===== config.mk =====
export PLATFORM = sky130hd
export DESIGN_NAME = uart_tx
export DESIGN_NICKNAME = d
export VERILOG_FILES = /design/src/rtl/uart_pkg.sv /design/src/rtl/uart_baud_cnt.sv /design/src/rtl/uart_tx.sv
export SDC_FILE = /design/constraint.sdc
export NUM_CORES = 1
export LEC_CHECK = 0
export BUFFER_PORTS_ARGS = -buffer_cell sky130_fd_sc_hd__buf_4
export CAP_MARGIN = 20
export CORE_MARGIN = 2
export CORE_UTILIZATION = 45
export DETAILED_ROUTE_END_ITERATION = 10
export PLACE_DENSITY_LB_ADDON = 0.1
export SYNTH_ARGS = -nofsm -noshare
export SYNTH_HDL_FRONTEND = slang
export SYNTH_SLANG_ARGS = --single-unit

===== constraint.sdc =====
create_clock -name sys_clk -period 2.05 [get_ports sys_clk]
set_input_delay 0.3075 -clock sys_clk [delete_from_list [all_inputs] [get_ports sys_clk]]
set_output_delay 0.3075 -clock sys_clk [all_outputs]
set_load 0.1 [all_outputs]

===== src/rtl/uart_pkg.sv =====
// -----------------------------------------------------------------------------
// uart_pkg: definitions shared by the UART transmitter and receiver.
//   baud_cnt_max() : sys_clk cycles per bit (integer division, truncating).
//   cnt_width()    : width of the baud counter, never less than 13 bits.
//   tx_state_t     : transmitter FSM encoding.
// -----------------------------------------------------------------------------
package uart_pkg;

    typedef enum logic [2:0] {
        IDLE,
        START,
        DATA,
        PARITY,
        STOP
    } tx_state_t;

    // Also used by the receiver, so both sides agree on the bit period.
    function automatic int baud_cnt_max(input int clk_freq, input int baud_rate);
        return clk_freq / baud_rate;
    endfunction

    // The 13-bit floor keeps the counter wide enough for 9600 baud at 50 MHz
    // (5208 cycles/bit) even if a caller passes a smaller count.
    function automatic int cnt_width(input int cnt_max);
        int w;
        w = $clog2(cnt_max);
        return (w < 13) ? 13 : w;
    endfunction

endpackage


===== src/rtl/uart_baud_cnt.sv =====
// -----------------------------------------------------------------------------
// uart_baud_cnt: bit-period counter.
//   sys_clk  in  : system clock
//   sys_rstn in  : asynchronous active-low reset
//   en       in  : count while high, held at 0 while low
//   bit_end  out : high during the last cycle of each bit period
// -----------------------------------------------------------------------------
module uart_baud_cnt #(
    parameter int CNT_MAX = 5208,
    parameter int CNT_W   = 13
) (
    input  logic sys_clk,
    input  logic sys_rstn,
    input  logic en,
    output logic bit_end
);

    localparam logic [CNT_W-1:0] CNT_LAST = CNT_W'(CNT_MAX - 1);

    logic [CNT_W-1:0] cnt;

    // NOTE: sequential state uses non-blocking assignments so every flop
    // samples its inputs from before the clock edge, independent of block order.
    always_ff @(posedge sys_clk or negedge sys_rstn) begin
        if (!sys_rstn) begin
            cnt <= '0;
        end else if (!en) begin
            cnt <= '0;
        end else if (cnt == CNT_LAST) begin
            cnt <= '0;
        end else begin
            cnt <= cnt + CNT_W'(1);
        end
    end

    assign bit_end = en && (cnt == CNT_LAST);

endmodule


===== src/rtl/uart_tx.sv =====
// -----------------------------------------------------------------------------
// uart_tx: UART transmitter. Frame = start, 8 data bits LSB first, optional
// parity bit, 1 or 2 stop bits. Each bit lasts CLK_FREQ/UART_BAUD_RATE cycles.
//   sys_clk   in  : system clock
//   sys_rstn  in  : asynchronous active-low reset
//   pi_data   in  : byte to send, sampled on the accept cycle only
//   pi_flag   in  : request strobe, accepted when tx_ready is high
//   tx        out : serial line, idle high, driven from a flop
//   tx_ready  out : high while idle (a request will be accepted this cycle)
//   flag_done out : one-cycle pulse on the cycle the FSM re-enters IDLE
// -----------------------------------------------------------------------------
module uart_tx
    import uart_pkg::*;
#(
    parameter int UART_BAUD_RATE = 9600,
    parameter int CLK_FREQ       = 50_000_000,
    parameter int PARITY_EN      = 0,
    parameter int PARITY_ODD     = 0,
    parameter int STOP_BITS      = 1
) (
    input  logic       sys_clk,
    input  logic       sys_rstn,
    input  logic [7:0] pi_data,
    input  logic       pi_flag,
    output logic       tx,
    output logic       tx_ready,
    output logic       flag_done
);

    localparam int   BAUD_CNT_MAX = baud_cnt_max(CLK_FREQ, UART_BAUD_RATE);
    localparam int   CNT_W        = cnt_width(BAUD_CNT_MAX);
    localparam logic ODD          = (PARITY_ODD != 0);
    localparam logic LAST_STOP    = (STOP_BITS == 2);

    if (STOP_BITS != 1 && STOP_BITS != 2) begin : g_bad_stop_bits
        $error("uart_tx: STOP_BITS must be 1 or 2");
    end
    if (BAUD_CNT_MAX < 2) begin : g_bad_baud
        $error("uart_tx: CLK_FREQ/UART_BAUD_RATE must be at least 2");
    end

    tx_state_t  state, state_n;
    logic [7:0] shift, shift_n;
    logic [2:0] bit_idx, bit_idx_n;
    logic       stop_idx, stop_idx_n;
    logic       parity_bit, parity_n;
    logic       tx_n, done_n;
    logic       bit_end;

    uart_baud_cnt #(
        .CNT_MAX (BAUD_CNT_MAX),
        .CNT_W   (CNT_W)
    ) u_baud_cnt (
        .sys_clk  (sys_clk),
        .sys_rstn (sys_rstn),
        .en       (state != IDLE),
        .bit_end  (bit_end)
    );

    // NOTE: every output of this block gets a default first, so no path
    // through the case leaves a signal unassigned and no latch is inferred.
    always_comb begin
        state_n    = state;
        shift_n    = shift;
        bit_idx_n  = bit_idx;
        stop_idx_n = stop_idx;
        parity_n   = parity_bit;
        done_n     = 1'b0;

        case (state)
            IDLE: begin
                if (pi_flag) begin
                    shift_n    = pi_data;
                    parity_n   = (^pi_data) ^ ODD;
                    bit_idx_n  = 3'd0;
                    stop_idx_n = 1'b0;
                    state_n    = START;
                end
            end
            START: begin
                if (bit_end) begin
                    bit_idx_n = 3'd0;
                    state_n   = DATA;
                end
            end
            DATA: begin
                if (bit_end) begin
                    shift_n = {1'b0, shift[7:1]};
                    if (bit_idx == 3'd7) begin
                        stop_idx_n = 1'b0;
                        state_n    = (PARITY_EN != 0) ? PARITY : STOP;
                    end else begin
                        bit_idx_n = bit_idx + 3'd1;
                    end
                end
            end
            PARITY: begin
                if (bit_end) begin
                    state_n = STOP;
                end
            end
            STOP: begin
                if (bit_end) begin
                    if (stop_idx == LAST_STOP) begin
                        done_n  = 1'b1;
                        state_n = IDLE;
                    end else begin
                        stop_idx_n = stop_idx + 1'b1;
                    end
                end
            end
            default: state_n = IDLE;
        endcase

        // tx is decoded from the next state so the line flop changes on the
        // same edge as the state register (one-cycle latency, glitch-free).
        case (state_n)
            START:   tx_n = 1'b0;
            DATA:    tx_n = shift_n[0];
            PARITY:  tx_n = parity_n;
            default: tx_n = 1'b1;
        endcase
    end

    always_ff @(posedge sys_clk or negedge sys_rstn) begin
        if (!sys_rstn) begin
            state      <= IDLE;
            shift      <= '0;
            bit_idx    <= '0;
            stop_idx   <= 1'b0;
            parity_bit <= 1'b0;
            tx         <= 1'b1;
            flag_done  <= 1'b0;
        end else begin
            state      <= state_n;
            shift      <= shift_n;
            bit_idx    <= bit_idx_n;
            stop_idx   <= stop_idx_n;
            parity_bit <= parity_n;
            tx         <= tx_n;
            flag_done  <= done_n;
        end
    end

    assign tx_ready = (state == IDLE);

endmodule


**Word-level counts from Yosys, hierarchy flattened**

Cells that the tools add are included.

- Register bits: 31
- Input port bits: 11

- $add $sub $neg: 3
- Equal/unequal tests: 15
- Muxes and demuxes: 30
- Reduce and logical (&&, ||, !) cells: 10

Operator list:

| kind | count |
|---|---|
| 2-to-1 mux 3 bit | 11 |
| 2-to-1 mux 13 bit | 2 |
| 2-to-1 mux 8 bit | 2 |
| one-hot mux 8 bit (2 select lines) | 1 |
| one-hot mux 3 bit (5 select lines) | 1 |
| adder 13 x 1 -> 13 bit, second input constant | 1 |
| equality test 13 bit, second input constant | 1 |
| equality test 3 x 2 -> 1 bit, second input constant | 4 |
| != test 2 bit, second input constant | 6 |
| 2-to-1 mux 1 bit | 10 |
| AND reduction 5 bit | 2 |
| one-hot mux 3 bit (3 select lines) | 1 |
| nonzero test 3 bit | 3 |
| XOR reduction 8 bit | 1 |
| equality test 3 x 1 -> 1 bit, second input constant | 2 |
| equality test 3 bit, second input constant | 2 |
| one-hot mux 1 bit (3 select lines) | 2 |
| adder 3 x 1 -> 3 bit, second input constant | 1 |
| logical NOT 3 bit | 1 |
| AND reduction 3 bit | 1 |
| nonzero test 2 bit | 1 |
| adder 1 bit, second input constant | 1 |
| logical AND 1 bit | 1 |

**Depth between registers and ports, before layout**

Gate-level depths: netlist of run 1.

- Word-level depth: 6
- Gate-level depth with buffers: 8
- Gate-level depth less buffers: 8

**Modules after synthesis**

A second synthesis of run 1 with hierarchy kept.

- Cell total of the unflattened synthesis: 155
- Area, all modules: 1569.0 um^2

Modules (own cells, without submodules):

| module | instances | cells each | area an instance (um^2) | sequential area each (um^2) |
|---|---|---|---|---|
| uart_tx | 1 | 87 | 897.1 | 426.7 |
| uart_baud_cnt | 1 | 68 | 671.9 | 325.3 |

**Worst setup path after synthesis of run 1**

OpenSTA, ideal clock, no wires.

- Kind: register -> register
- Start: reg state[0]
- End: reg u_baud_cnt.cnt[10]
- Setup time: 0.121 ns
- Data arrival time: 3.193 ns
- Path slack: -1.264 ns
- Cell stages (with the launch flop): 6
- Buffers on the path: 2
- Clock period less this slack: 3.314 ns
- Cells stage by stage: dfrtp_1 -> clkbuf_1 -> nor3_1 -> or2b_1 -> buf_2 -> nor2_1

- Cells in the longest elaborated chain, start to end: 2

RTL lines:

| element | line | text |
|---|---|---|
| start, declared | uart_tx.sv:42 | `tx_state_t state, state_n;` |
| start signal, assigned | uart_tx.sv:135 | `state <= state_n;` |
| nonzero test 3 bit | uart_tx.sv:56 | `.en (state != IDLE),` |
| 2-to-1 mux 13 bit | uart_baud_cnt.sv:27 | `end else if (!en) begin` |
| end signal, assigned | uart_baud_cnt.sv:32 | `cnt <= cnt + CNT_W'(1);` |
| end, declared | uart_baud_cnt.sv:20 | `logic [CNT_W-1:0] cnt;` |

Every way passes these cells.
A chain may end at the register's enable or synchronous reset.

**Worst setup path after layout of run 1**

- Start: reg u_baud_cnt.cnt[11]
- End: reg tx

- Cells in the longest elaborated chain, start to end: 6
- Elaborated cells on any way between the ends: 13
- Classes of those cells: eq/ne: 4; mux: 8; reduce/logical: 1

RTL lines:

| element | line | text |
|---|---|---|
| equality test 13 bit * | uart_baud_cnt.sv:36 | `assign bit_end = en && (cnt == CNT_LAST);` |
| logical AND 1 bit * | uart_baud_cnt.sv:36 |  |
| 2-to-1 mux 3 bit, on equally long branches | n/a |  |
| one-hot mux 3 bit (5 select lines) | uart_tx.sv:70 | `case (state)` |
| equality test 3 x 2 -> 1 bit / equality test 3 x 1 -> 1 bit (equally long branches) | uart_tx.sv:117 | `case (state_n)` |
| one-hot mux 1 bit (3 select lines) * | uart_tx.sv:117 |  |
| via tx_n | uart_tx.sv:47 | `logic tx_n, done_n;` |
| end signal, assigned | uart_tx.sv:140 | `tx <= tx_n;` |
| end, declared | uart_tx.sv:25 | `output logic tx,` |

Mark *: on every way through the listed nets, which the timed path passes. The rest lies on a longest branch. The select of a mux whose other input is x is not followed.

==> results of run 1 <==
## per-stage QoR
stage	hold slack [ns]	worst slack, ns	instance area [µm²]	TNS (ns)	utilization, %
after floorplan	0.0119	-0.00767	1520	-0.00767	-
after global placement	0.252	0.0522	1750	0	56.5
after detailed placement	0.256	0.0289	1750	0	56.5
after CTS	0.176	-0.00354	1820	-0.00354	58.8
after global routing	0.201	-0.0618	1860	-0.107	60.0
final	0.187	0.00286	1860	0	60.0
## layout make-up
cell class | instances | area (µm²)
repair buffers | 30 | 240
clock buffers | 7 | 55.1
fillers | 272 | 1240
multi-input cells | 115 | 744
inverters | 3 | 11.3
well taps | 44 | 55.1
flip-flops and latches | 30 | 752
clock inverters | 1 | 5.00
## critical path, stage by stage (launching register included)
cell,delay (ns)
sky130_fd_sc_hd__dfrtp_1,0.39
sky130_fd_sc_hd__or4b_4,0.56
sky130_fd_sc_hd__or4_4,0.49
sky130_fd_sc_hd__o32a_1,0.33
sky130_fd_sc_hd__nor2_2,0.10
sky130_fd_sc_hd__o221ai_2,0.09
## report_power, final
group | leakage, nW | switching, W | internal [W]
combinational | 0.470 | 0.0000345 | 0.0000365
sequential | 0.384 | 0.00000621 | 0.000603
clock | 0.0353 | 0.000208 | 0.000166
total | 0.889 | 0.000249 | 0.000805
## how the worst max path moves through the flow
stage	end	slack [ns]	depth (start not counted)
4_1_cts	tx	-0.004	5
6_report	tx	0.003	5
2_1_floorplan	tx	-0.008	6
5_1_grt	tx	-0.06	5
3_3_place_gp	tx	0.05	5
3_5_place_dp	tx	0.03	5
## cell usage in the layout, fill, tap and decap left out, types with 2 or more instances in the layout
| cell | count |
|---|---|
| sky130_fd_sc_hd__nand3_1 | 11 |
| sky130_fd_sc_hd__inv_1 | 3 |
| sky130_fd_sc_hd__nor2_1 | 23 |
| sky130_fd_sc_hd__o21ai_0 | 2 |
| sky130_fd_sc_hd__a22oi_1 | 6 |
| sky130_fd_sc_hd__a21o_1 | 2 |
| sky130_fd_sc_hd__clkbuf_4 | 5 |
| sky130_fd_sc_hd__dfrtp_1 | 29 |
| sky130_fd_sc_hd__xnor2_1 | 12 |
| sky130_fd_sc_hd__a21oi_1 | 2 |
| sky130_fd_sc_hd__nor3_1 | 2 |
| sky130_fd_sc_hd__nand2_1 | 20 |
| sky130_fd_sc_hd__xor2_1 | 6 |
| sky130_fd_sc_hd__o21ai_1 | 2 |
| sky130_fd_sc_hd__ha_1 | 3 |
| sky130_fd_sc_hd__buf_4 | 28 |
## routing by layer
layer / GRT usage (%) / part of all wire, %
met2: 29.3 / 49
met5: 0 / 0
met4: 8.21 / 1.3
met1: 21.0 / 47
met3: 5.04 / 3.4
## sequential cells by signal, indices dropped and copies added (netlist names)
name and count:
shift 8, u_baud_cnt.cnt 13, tx 1, parity_bit 1, flag_done 1, bit_idx 3, state 3
## cell families after synthesis
family          Yosys count
simple gates             72
flops                    30
compound gates           21
xor+xnor                 18
buf+inv                   8
fa+ha+maj                 3
mux                       1
## timing repair
action,CTS,global route
hold buffers,1,0
gates resized for setup,0,4
hold endpoints to repair,29,0
setup endpoints to repair,1,4
buffers inserted,0,3
==> results.md, run 1 <==
- run status: completed
- endpoint of the worst hold path: shift[7]
- total of buffers placed on input and output ports: 13
- xor/xnor share of the synthesized area: 10.5%
- library cell occupying the most area in the post-synthesis netlist: sky130_fd_sc_hd__dfrtp_1
- global-route wire length before repair: 4.84 mm
- share of cell area taken by muxes after synthesis: 0.669%
- required time of the critical path: 2.30 ns
- worst reg2reg setup slack: 0.003 ns
- main combinational cell family by area after synthesis: simple AND/OR/NAND/NOR gates
- Syn-to-layout area delta: 24.6%
- most instantiated cells after synthesis: sky130_fd_sc_hd__dfrtp_1, sky130_fd_sc_hd__nor2_1, sky130_fd_sc_hd__nand2_1, sky130_fd_sc_hd__xnor2_1, sky130_fd_sc_hd__nand3_1
- compound-gate portion of the synthesized area: 9.79%
- wirelength, routed: 2.84 mm
- achievable frequency: 488 MHz
- hold path start: pi_data[7]
- initial core utilization: 48.2%
- layout cell share with drive strength beyond 1: 25.3%
- Hold WC Path Type: in2reg
- H-Tree Level Count: 2
- Yosys warning total: 0
- leading post-synthesis cells by cell area: sky130_fd_sc_hd__dfrtp_1, sky130_fd_sc_hd__xnor2_1, sky130_fd_sc_hd__nor2_1, sky130_fd_sc_hd__nand2_1, sky130_fd_sc_hd__nand3_1
- register clock-pin slew on the reported worst setup and hold paths: 0.10 ns
- Relative slew margins: 73.8%
- final-report max-slew violation count: 0
- initial antenna violation count: 0
- total power: 0.00105 W
- share of the synthesized area in the top cell type: 48.5%
- final setup violation count: 0
- overall fraction of global-route tracks in use: 17.6%
- number of distinct library cell variants in the gate-level netlist after synthesis: 38
- adder-cell share of the synthesized area: 2.51%
- final setup skew: 0.0124 ns
- number of antenna cells inserted: 0
- vias in the first global route: 1123
- top_reg_cell synth: sky130_fd_sc_hd__dfrtp_1
- Post-synth EDFFs: 0
- Post-Syn Nets: 167
- mean cell area of the mapped netlist: 9.77 µm²
- Finished Layout Cells: 230
- count of nets after finishing: 199
- Iteration-0 DRC Markers: 81
- number of placed cells counting well taps: 218
- total of max-cap violations: 0
- final critical-path share of the clock period: 99.9%
- number of nets still failing antenna checks after routing: 0
- area of the core region: 3100 µm²
- final HPWL from detailed placement: 2.09 mm
- via-per-instance ratio: 5.15
- register area share after synthesis: 50.3%
- Clock Tree Buf Depth: 2
- total power density per cell area: 566 nW/µm²
- Chip Width: 61.6 µm
- count of unresolved DRC violations after routing: 0
- critical path class: reg2reg
- CP Data Arrival Time: 2.30 ns
- number of cells produced by synthesis: 153
- vias after detailed routing: 1184
- slew at the pin closest to its max-slew limit: 0.393 ns
- Top Ports: 14
- destination of the worst register-to-register timing path: tx
- area of the die: 3800 µm²
- final period demand of the worst path: 2.05 ns
- final hold violations: 0
- clock network latency to the later pin of the worst-skew pair: 0.34 ns
- DR WL/cell: 12.3 µm
- worst-path fanout max: 7
- standard-cell rows: 20
- first drt pass iteration count: 4
- simple-gate area share of the yosys netlist: 23.9%
- FFs w/ async S/R, synth: 100%
- residual overflow from global routing: 0
- Hold Crit Depth: 3
- depth of the most critical reg-to-reg path: 5
- netlist area before placement: 1500 µm²
- crit path launch: u_baud_cnt.cnt[11]
- Final Wtd Congestion: 0.761
- number of clock sinks: 30
- clock tree from TritonCTS: done
- maximum number of pins on one net before global-route repair: 31
- root buf cell: sky130_fd_sc_hd__clkbuf_4
- setup repair after global routing missed its margin: yes
- startpoint class of the critical path: register
- Die Ht: 61.6 µm
- cell with the most instances after synthesis: sky130_fd_sc_hd__dfrtp_1
- Reg2Reg Launch Point: u_baud_cnt.cnt[11]
- synthesized flop and latch total: 30
- number of buffers inserted during clock tree synthesis: 5
- maximum VDD drop: 0.409 mV
- cell leakage power: 0.889 nW
- type of destination of the critical path: register
Note: power is estimated with default switching activity, not from simulation.
==> inputs of run 2 (changes only) <==
--- a/config.mk
+++ b/config.mk
@@ -7,10 +7,11 @@
 export LEC_CHECK = 0
 export BUFFER_PORTS_ARGS = -buffer_cell sky130_fd_sc_hd__buf_4
 export CAP_MARGIN = 20
-export CORE_MARGIN = 2
+export CORE_MARGIN = 5
 export CORE_UTILIZATION = 45
 export DETAILED_ROUTE_END_ITERATION = 10
 export PLACE_DENSITY_LB_ADDON = 0.1
 export SYNTH_ARGS = -nofsm -noshare
 export SYNTH_HDL_FRONTEND = slang
+export SYNTH_HIERARCHICAL = 1
 export SYNTH_SLANG_ARGS = --single-unit
==> run 2 against run 1 <==
Net effect:
- the run now ends with setup timing left
- hold slack improved by 0.039 ns
- total power rose by 6.2%
- sequential share of layout area down 2.6 points
- maximum frequency fell by 5.7%
- critical path depth is 2 higher
- routed wire length increased by 14%
- die area rose by 25%
- largest power group unchanged
- register-to-register slack got worse by 0.12 ns
- cell area increased by 6.8%
- via count is 8.6% higher
- combinational power fell by 13%
==> results.md, run 2 <==
- area occupied by multi-input gates: 747 µm²
- Hold WC Path Type: in2reg
- wirelength, routed: 3.24 mm
- Yosys warning total: 6
- depth of the most critical reg-to-reg path: 7
- most common cell after layout, fill and taps aside: sky130_fd_sc_hd__buf_4
- Clock Tree Buf Depth: 2
- layout cell share with drive strength beyond 1: 30.9%
- number of placed cells counting well taps: 229
- final core occ: 59.2%
- Largest Register: u_baud_cnt/cnt
- endpoint of the worst hold path: shift[4]
- vias in the first global route: 1198
- final HPWL from detailed placement: 2.30 mm
- achievable frequency: 461 MHz
- DR WL/cell: 13.5 µm
- via-per-instance ratio: 5.36
- clock network latency to the later pin of the worst-skew pair: 0.33 ns
- net load switching power: 0.000239 W
- final non-filler cell area: 1990 µm²
- Relative slew margins: 74.7%
- largest delay contributor family on the critical path: simple AND/OR/NAND/NOR gates
- cell with the most instances after synthesis: sky130_fd_sc_hd__dfrtp_1
- total of buffers placed on input and output ports: 13
- final period demand of the worst path: 2.17 ns
- initial antenna violation count: 0
- worst reg2reg setup slack: -0.12 ns
- first drt pass iteration count: 5
- number of distinct library cell variants in the gate-level netlist after synthesis: 43
- final setup violation count: 7
- Finished Layout Cells: 240
- count of nets after finishing: 207
- area of the core region: 3360 µm²
- Iteration-0 DRC Markers: 94
- vias after detailed routing: 1286
- Chip Width: 69.1 µm
- largest registers: u_baud_cnt/cnt (13), shift (8)
- Post-synth EDFFs: 0
- run status: finished, violations left
- fraction of power spent switching nets: 21.4%
- hold path start: pi_data[4]
- leading post-synthesis cells by cell area: sky130_fd_sc_hd__dfrtp_1, sky130_fd_sc_hd__xnor2_1, sky130_fd_sc_hd__a222oi_1, sky130_fd_sc_hd__a21oi_1, sky130_fd_sc_hd__o21ai_0
- final-report max-slew violation count: 0
- root buf cell: sky130_fd_sc_hd__clkbuf_4
- met2 routed WL: 1.64 mm
- count of unresolved DRC violations after routing: 0
- worst hold slack: 0.226 ns
- synthesized flop and latch total: 30
- overall fraction of global-route tracks in use: 14.1%
- top_reg_cell synth: sky130_fd_sc_hd__dfrtp_1
- failing checks: setup timing
- Die Ht: 69.1 µm
- setup repair after global routing missed its margin: yes
- residual overflow from global routing: 0
- Int Power: 0.000879 W
- total power density per cell area: 562 nW/µm²
- clock tree from TritonCTS: done
- final hold violations: 0
- worst path cell trace: or4b_4 > nor4_4 > mux2i_1 > or3_4 > buf_6 > a222oi_1 > inv_1
- required time of the critical path: 2.25 ns
- number of fill cells: 334
- post-route setup slack: -0.122 ns
- clock share of power: 41.1%
- share of the synthesized area in the top cell type: 46.3%
- mean cell area of the mapped netlist: 10.1 µm²
- global-route wire length before repair: 5.38 mm
- number of flip-flops under the largest register name: 13
- destination of the worst register-to-register timing path: shift[5]
- Reg power frac: 53.4%
- number of nets still failing antenna checks after routing: 0
- Reg2Reg Launch Point: u_baud_cnt/cnt[9]
- Final Wtd Congestion: 0.793
- Syn-to-layout area delta: 26.8%
- H-Tree Level Count: 2
- library cell occupying the most area in the post-synthesis netlist: sky130_fd_sc_hd__dfrtp_1
- Hold Crit Depth: 3
- highest-count cells in the layout ignoring fill and taps: sky130_fd_sc_hd__buf_4, sky130_fd_sc_hd__dfrtp_1, sky130_fd_sc_hd__inv_1
- register clock-pin slew on the reported worst setup and hold paths: 0.11 ns
- most instantiated cells after synthesis: sky130_fd_sc_hd__dfrtp_1, sky130_fd_sc_hd__inv_1, sky130_fd_sc_hd__a21oi_1, sky130_fd_sc_hd__nor2_1, sky130_fd_sc_hd__o21ai_0
- master of the slowest instance on the critical path: sky130_fd_sc_hd__or4b_4
- initial core utilization: 46.7%
- number of cells produced by synthesis: 155
- share of power burned in combinational logic: 5.5%
- netlist area before placement: 1570 µm²
- standard-cell rows: 21
- Post-Syn Nets: 169
- Top Ports: 14
- Setup TNS: -0.724 ns
- final setup skew: 0.0155 ns
- number of clock sinks: 30
- maximum VDD drop: 0.546 mV
- number of buffers inserted during clock tree synthesis: 5
- WL met1: 1.48 mm
- critical path class: reg2reg
- Cell Area, Placed: 1860 µm²
- uppermost metal layer occupied by signal nets: met4
- met3 wirelength from detailed routing: 71 µm
- startpoint class of the critical path: register
- cell leakage power: 0.927 nW
- CP Data Arrival Time: 2.37 ns
- register area share after synthesis: 47.9%
- area of the die: 4770 µm²
- sequential standard cell area: 752 µm²
- slowest stage delay, CP: 0.54 ns
- worst-path fanout max: 7
- number of antenna cells inserted: 0
- slew at the pin closest to its max-slew limit: 0.379 ns
- final critical-path share of the clock period: 106%
- maximum number of pins on one net before global-route repair: 31
- FFs w/ async S/R, synth: 100%
- number of buffers and inverters on the critical path: 2
- total of max-cap violations: 0
- type of destination of the critical path: register
==> run 2: kinds of logic (layout without fill, tap and decap cells) <==
group | after synthesis | in the layout | synth area share, %
and+or+nand+nor | 50 | 50 | 19.1
AOI/OAI and AO/OA | 36 | 36 | 15.7
DFF | 30 | 30 | 47.9
buffers and inverters | 22 | 61 | 6.70
xor gates and xnor gates | 10 | 10 | 5.58
muxes | 4 | 4 | 2.63
adders and majority gates | 3 | 3 | 2.39
==> run 2: metal layers <==
layer	GRT usage, %	up-vias
li1	-	635
met1	17.3	633
met2	23.1	13
met3	3.63	5
met4	6.51	0
met5	0	-
==> run 2: power groups by stage <==
stage / Clock, W / Sequential [W] / Combinational, W
after CTS: 0.000477 / 0.000597 / 0.0000631
after global routing: 0.000503 / 0.000598 / 0.0000696
final: 0.000460 / 0.000597 / 0.0000617
after global placement: 0 / 0.000609 / 0.0000607
after floorplan: 0 / 0.000608 / 0.0000270
after detailed placement: 0 / 0.000609 / 0.0000618
==> run 2: worst register-to-register path: cells and delay by family, from the launching register on <==
| kind | cells | cell delay (ns) |
|---|---|---|
| AO/OA/AOI/OAI | 1 | 0.28 |
| buffers and inverters | 2 | 0.22 |
| flip-flops | 1 | 0.40 |
| multiplexers | 1 | 0.10 |
| AND/OR/NAND/NOR | 3 | 1.04 |
==> run 2: worst max-delay path by stage <==
stage | startpoint | to | slack (ns) | cells after the start
4_1_cts | u_baud_cnt/cnt[9] | shift[5] | -0.17 | 7
6_report | u_baud_cnt/cnt[9] | shift[5] | -0.12 | 7
5_1_grt | u_baud_cnt/cnt[9] | shift[2] | -0.23 | 7
2_1_floorplan | u_baud_cnt/cnt[7] | tx | -0.43 | 8
3_3_place_gp | u_baud_cnt/cnt[7] | tx | -0.28 | 6
3_5_place_dp | u_baud_cnt/cnt[7] | tx | -0.32 | 6
==> run 2: what timing repair did <==
| item | CTS | global route |
|---|---|---|
| hold endpoints to repair | 29 | 0 |
| setup endpoints to repair | 12 | 12 |
| hold buffers | 1 | 0 |
| gates resized for setup | 3 | 4 |
| setup buffers | 0 | 2 |
| pin swaps | 7 | 5 |
==> run 2: area by class of cell <==
type                            count  area share (%)
Multi-Input combinational cell    103            37.5
Clock buffer                        5            1.89
Sequential cell                    30            37.8
Tap cell                           46            2.89
Clock inverter                      3            2.01
Timing Repair Buffer               40            15.4
Inverter                           13            2.45
==> run 2: per-stage QoR <==
step           worst slack [ns]  total power (W)
3_5_place_dp             -0.324         0.000670
3_3_place_gp             -0.276         0.000669
2_1_floorplan            -0.426         0.000635
6_report                 -0.122          0.00112
5_1_grt                  -0.233          0.00117
4_1_cts                  -0.171          0.00114
==> inputs of run 3 (changes only) <==
--- a/config.mk
+++ b/config.mk
@@ -5,11 +5,11 @@
 export SDC_FILE = /design/constraint.sdc
 export NUM_CORES = 1
 export LEC_CHECK = 0
-export BUFFER_PORTS_ARGS = -buffer_cell sky130_fd_sc_hd__buf_4
 export CAP_MARGIN = 20
 export CORE_MARGIN = 5
 export CORE_UTILIZATION = 45
 export DETAILED_ROUTE_END_ITERATION = 10
+export DONT_BUFFER_PORTS = 1
 export PLACE_DENSITY_LB_ADDON = 0.1
 export SYNTH_ARGS = -nofsm -noshare
 export SYNTH_HDL_FRONTEND = slang
==> constraint.sdc (replaced) <==
create_clock -name sys_clk -period 2.05 [get_ports sys_clk]
set_input_delay 0.3075 -clock sys_clk [delete_from_list [all_inputs] [get_ports sys_clk]]
set_output_delay 0.3075 -clock sys_clk [all_outputs]
set_load 0.02 [all_outputs]
==> run 3 against run 2 <==
Net effect:
- the run still ends with setup timing left
- global-route usage about the same
- core utilization fell by 1.9 points
- clock skew is 0.0060 ns lower
- sequential share of layout area up 1.2 points
- critical path depth shrank 1
- cell count down 2.9%
- critical endpoint is now tx
- largest cell class unchanged
- highest routed layer unchanged
==> results.md, run 3 (synthesis gave the netlist of run 2 again) <==
- clock tree from TritonCTS: done
- final setup violation count: 8
- wirelength, routed: 3.28 mm
- number of buffers and inverters on the critical path: 0
- slew at the pin closest to its max-slew limit: 0.306 ns
- maximum VDD drop: 0.421 mV
- final period demand of the worst path: 2.22 ns
- failing checks: setup timing
- Chip Width: 69.1 µm
- register clock-pin slew on the reported worst setup and hold paths: 0.10 ns
- area of the die: 4770 µm²
- Clock Tree Buf Depth: 2
- final hold violations: 0
- Syn-to-layout area delta: 22.8%
- worst-path fanout max: 2
- final non-filler cell area: 1930 µm²
- initial antenna violation count: 0
- Largest Register: u_baud_cnt/cnt
- most common cell after layout, fill and taps aside: sky130_fd_sc_hd__buf_4
- number of flip-flops under the largest register name: 13
- slowest stage delay, CP: 0.56 ns
- Finished Layout Cells: 233
- total power: 0.00102 W
- cell leakage power: 0.887 nW
- overall fraction of global-route tracks in use: 14.1%
- first drt pass iteration count: 4
- total power density per cell area: 530 nW/µm²
- required time of the critical path: 2.33 ns
- post-route setup slack: -0.171 ns
- number of nets still failing antenna checks after routing: 0
- root buf cell: sky130_fd_sc_hd__clkbuf_4
- Hold WC Path Type: in2reg
- DR WL/cell: 14.1 µm
- master of the slowest instance on the critical path: sky130_fd_sc_hd__or4b_4
- initial core utilization: 46.7%
- Final Wtd Congestion: 0.775
- via-per-instance ratio: 5.42
- Top Ports: 14
- total of buffers placed on input and output ports: 0
- largest registers: u_baud_cnt/cnt (13), shift (8)
- maximum number of pins on one net before global-route repair: 31
- count of nets after finishing: 200
- final-report max-slew violation count: 0
- type of destination of the critical path: register
- Die Ht: 69.1 µm
- count of unresolved DRC violations after routing: 0
- largest delay contributor family on the critical path: simple AND/OR/NAND/NOR gates
- total of max-cap violations: 0
- Relative slew margins: 79.6%
- area of the core region: 3360 µm²
- H-Tree Level Count: 2
- pre-CTS worst setup slack: -0.315 ns
- number of clock sinks: 30
- critical path class: reg2reg
- startpoint class of the critical path: register
- vias in the first global route: 1210
- number of antenna cells inserted: 0
- number of buffers inserted during clock tree synthesis: 5
- CP Data Arrival Time: 2.50 ns
- run status: finished, violations left
- highest-count cells in the layout ignoring fill and taps: sky130_fd_sc_hd__buf_4, sky130_fd_sc_hd__dfrtp_1, sky130_fd_sc_hd__inv_1
- clock network latency to the later pin of the worst-skew pair: 0.34 ns
- Setup TNS: -1.09 ns
- worst path cell trace: or4b_4 > nor4_4 > mux2i_1 > or3_1 > a221o_1 > o31a_1
- global-route wire length before repair: 5.42 mm
- final critical-path share of the clock period: 108%
- number of placed cells counting well taps: 218
- Iteration-0 DRC Markers: 62
- final setup skew: 0.00947 ns
- Cell Area, Placed: 1770 µm²
- residual overflow from global routing: 0
- standard-cell rows: 21
- vias after detailed routing: 1263
- layout cell share with drive strength beyond 1: 27.3%
- setup repair after global routing missed its margin: yes
- achievable frequency: 450 MHz
- final HPWL from detailed placement: 2.29 mm
-- run 3: cell types whose count changed in the layout (fill, tap and decap cells not counted) --
cell,delta
sky130_fd_sc_hd__clkinv_2,-1
sky130_fd_sc_hd__buf_4,-8
sky130_fd_sc_hd__clkbuf_8,+1
sky130_fd_sc_hd__or3_1,+1
sky130_fd_sc_hd__clkbuf_1,+1
sky130_fd_sc_hd__or3_4,-1
sky130_fd_sc_hd__bufinv_16,-1
sky130_fd_sc_hd__buf_12,+1
-- run 3: routing by layer --
layer	part of all wire [%]	track usage, %	up-vias
met5	0	0	-
met4	2.4	8.46	0
met3	2.9	3.78	8
met2	49	22.5	13
met1	45	17.0	617
li1	-	-	625
-- run 3: final timing paths --
kind | start | end | slack [ns] | cells after the start
max reg2reg | u_baud_cnt/cnt[7] | tx | -0.17 | 6
min reg2reg | shift[7] | shift[6] | 0.50 | 2
max | u_baud_cnt/cnt[7] | tx | -0.17 | 6
min in group asynchronous | sys_rstn | state[2] | 0.41 | 2
max in group asynchronous | sys_rstn | tx | 1.40 | 2
min | pi_data[7] | shift[7] | 0.11 | 1
-- run 3: worst register-to-register path, stage by stage (launching register included) --
cell                      delay, ns
sky130_fd_sc_hd__dfrtp_1       0.39
sky130_fd_sc_hd__or4b_4        0.56
sky130_fd_sc_hd__nor4_4        0.19
sky130_fd_sc_hd__mux2i_1       0.10
sky130_fd_sc_hd__or3_1         0.35
sky130_fd_sc_hd__a221o_1       0.32
sky130_fd_sc_hd__o31a_1        0.24
-- run 3: area by class of cell --
class / instances / area [µm²]
flip-flops and latches: 30 / 752
well taps: 46 / 57.6
multi-input cells: 103 / 742
clock buffers: 7 / 55.1
fillers: 321 / 1440
repair buffers: 33 / 267
clock inverters: 1 / 5.00
inverters: 13 / 48.8
-- run 3: where the power goes --
group	total [W]	switching, W	internal (W)
Combinational	0.0000479	0.0000251	0.0000228
Sequential	0.000597	0.00000156	0.000596
Clock	0.000376	0.000210	0.000166
Total	0.00102	0.000237	0.000785
-- run 3: what timing repair did --
action                                 4_1_cts  5_1_grt
setup endpoints to repair                   12       12
buffers inserted                             1        4
gates resized for setup                      2        4
pin swaps                                    2        4
hold buffers                                 2        0
endpoints found under the hold margin       30        0
-- run 3: stage by stage --
stage | hold WS, ns | utilization, %
floorplan | 0.0119 | -
global placement | 0.0127 | 52.7
detailed placement | 0.0127 | 52.7
CTS | 0.105 | 56.1
global route | 0.0978 | 57.3
finish | 0.112 | 57.3
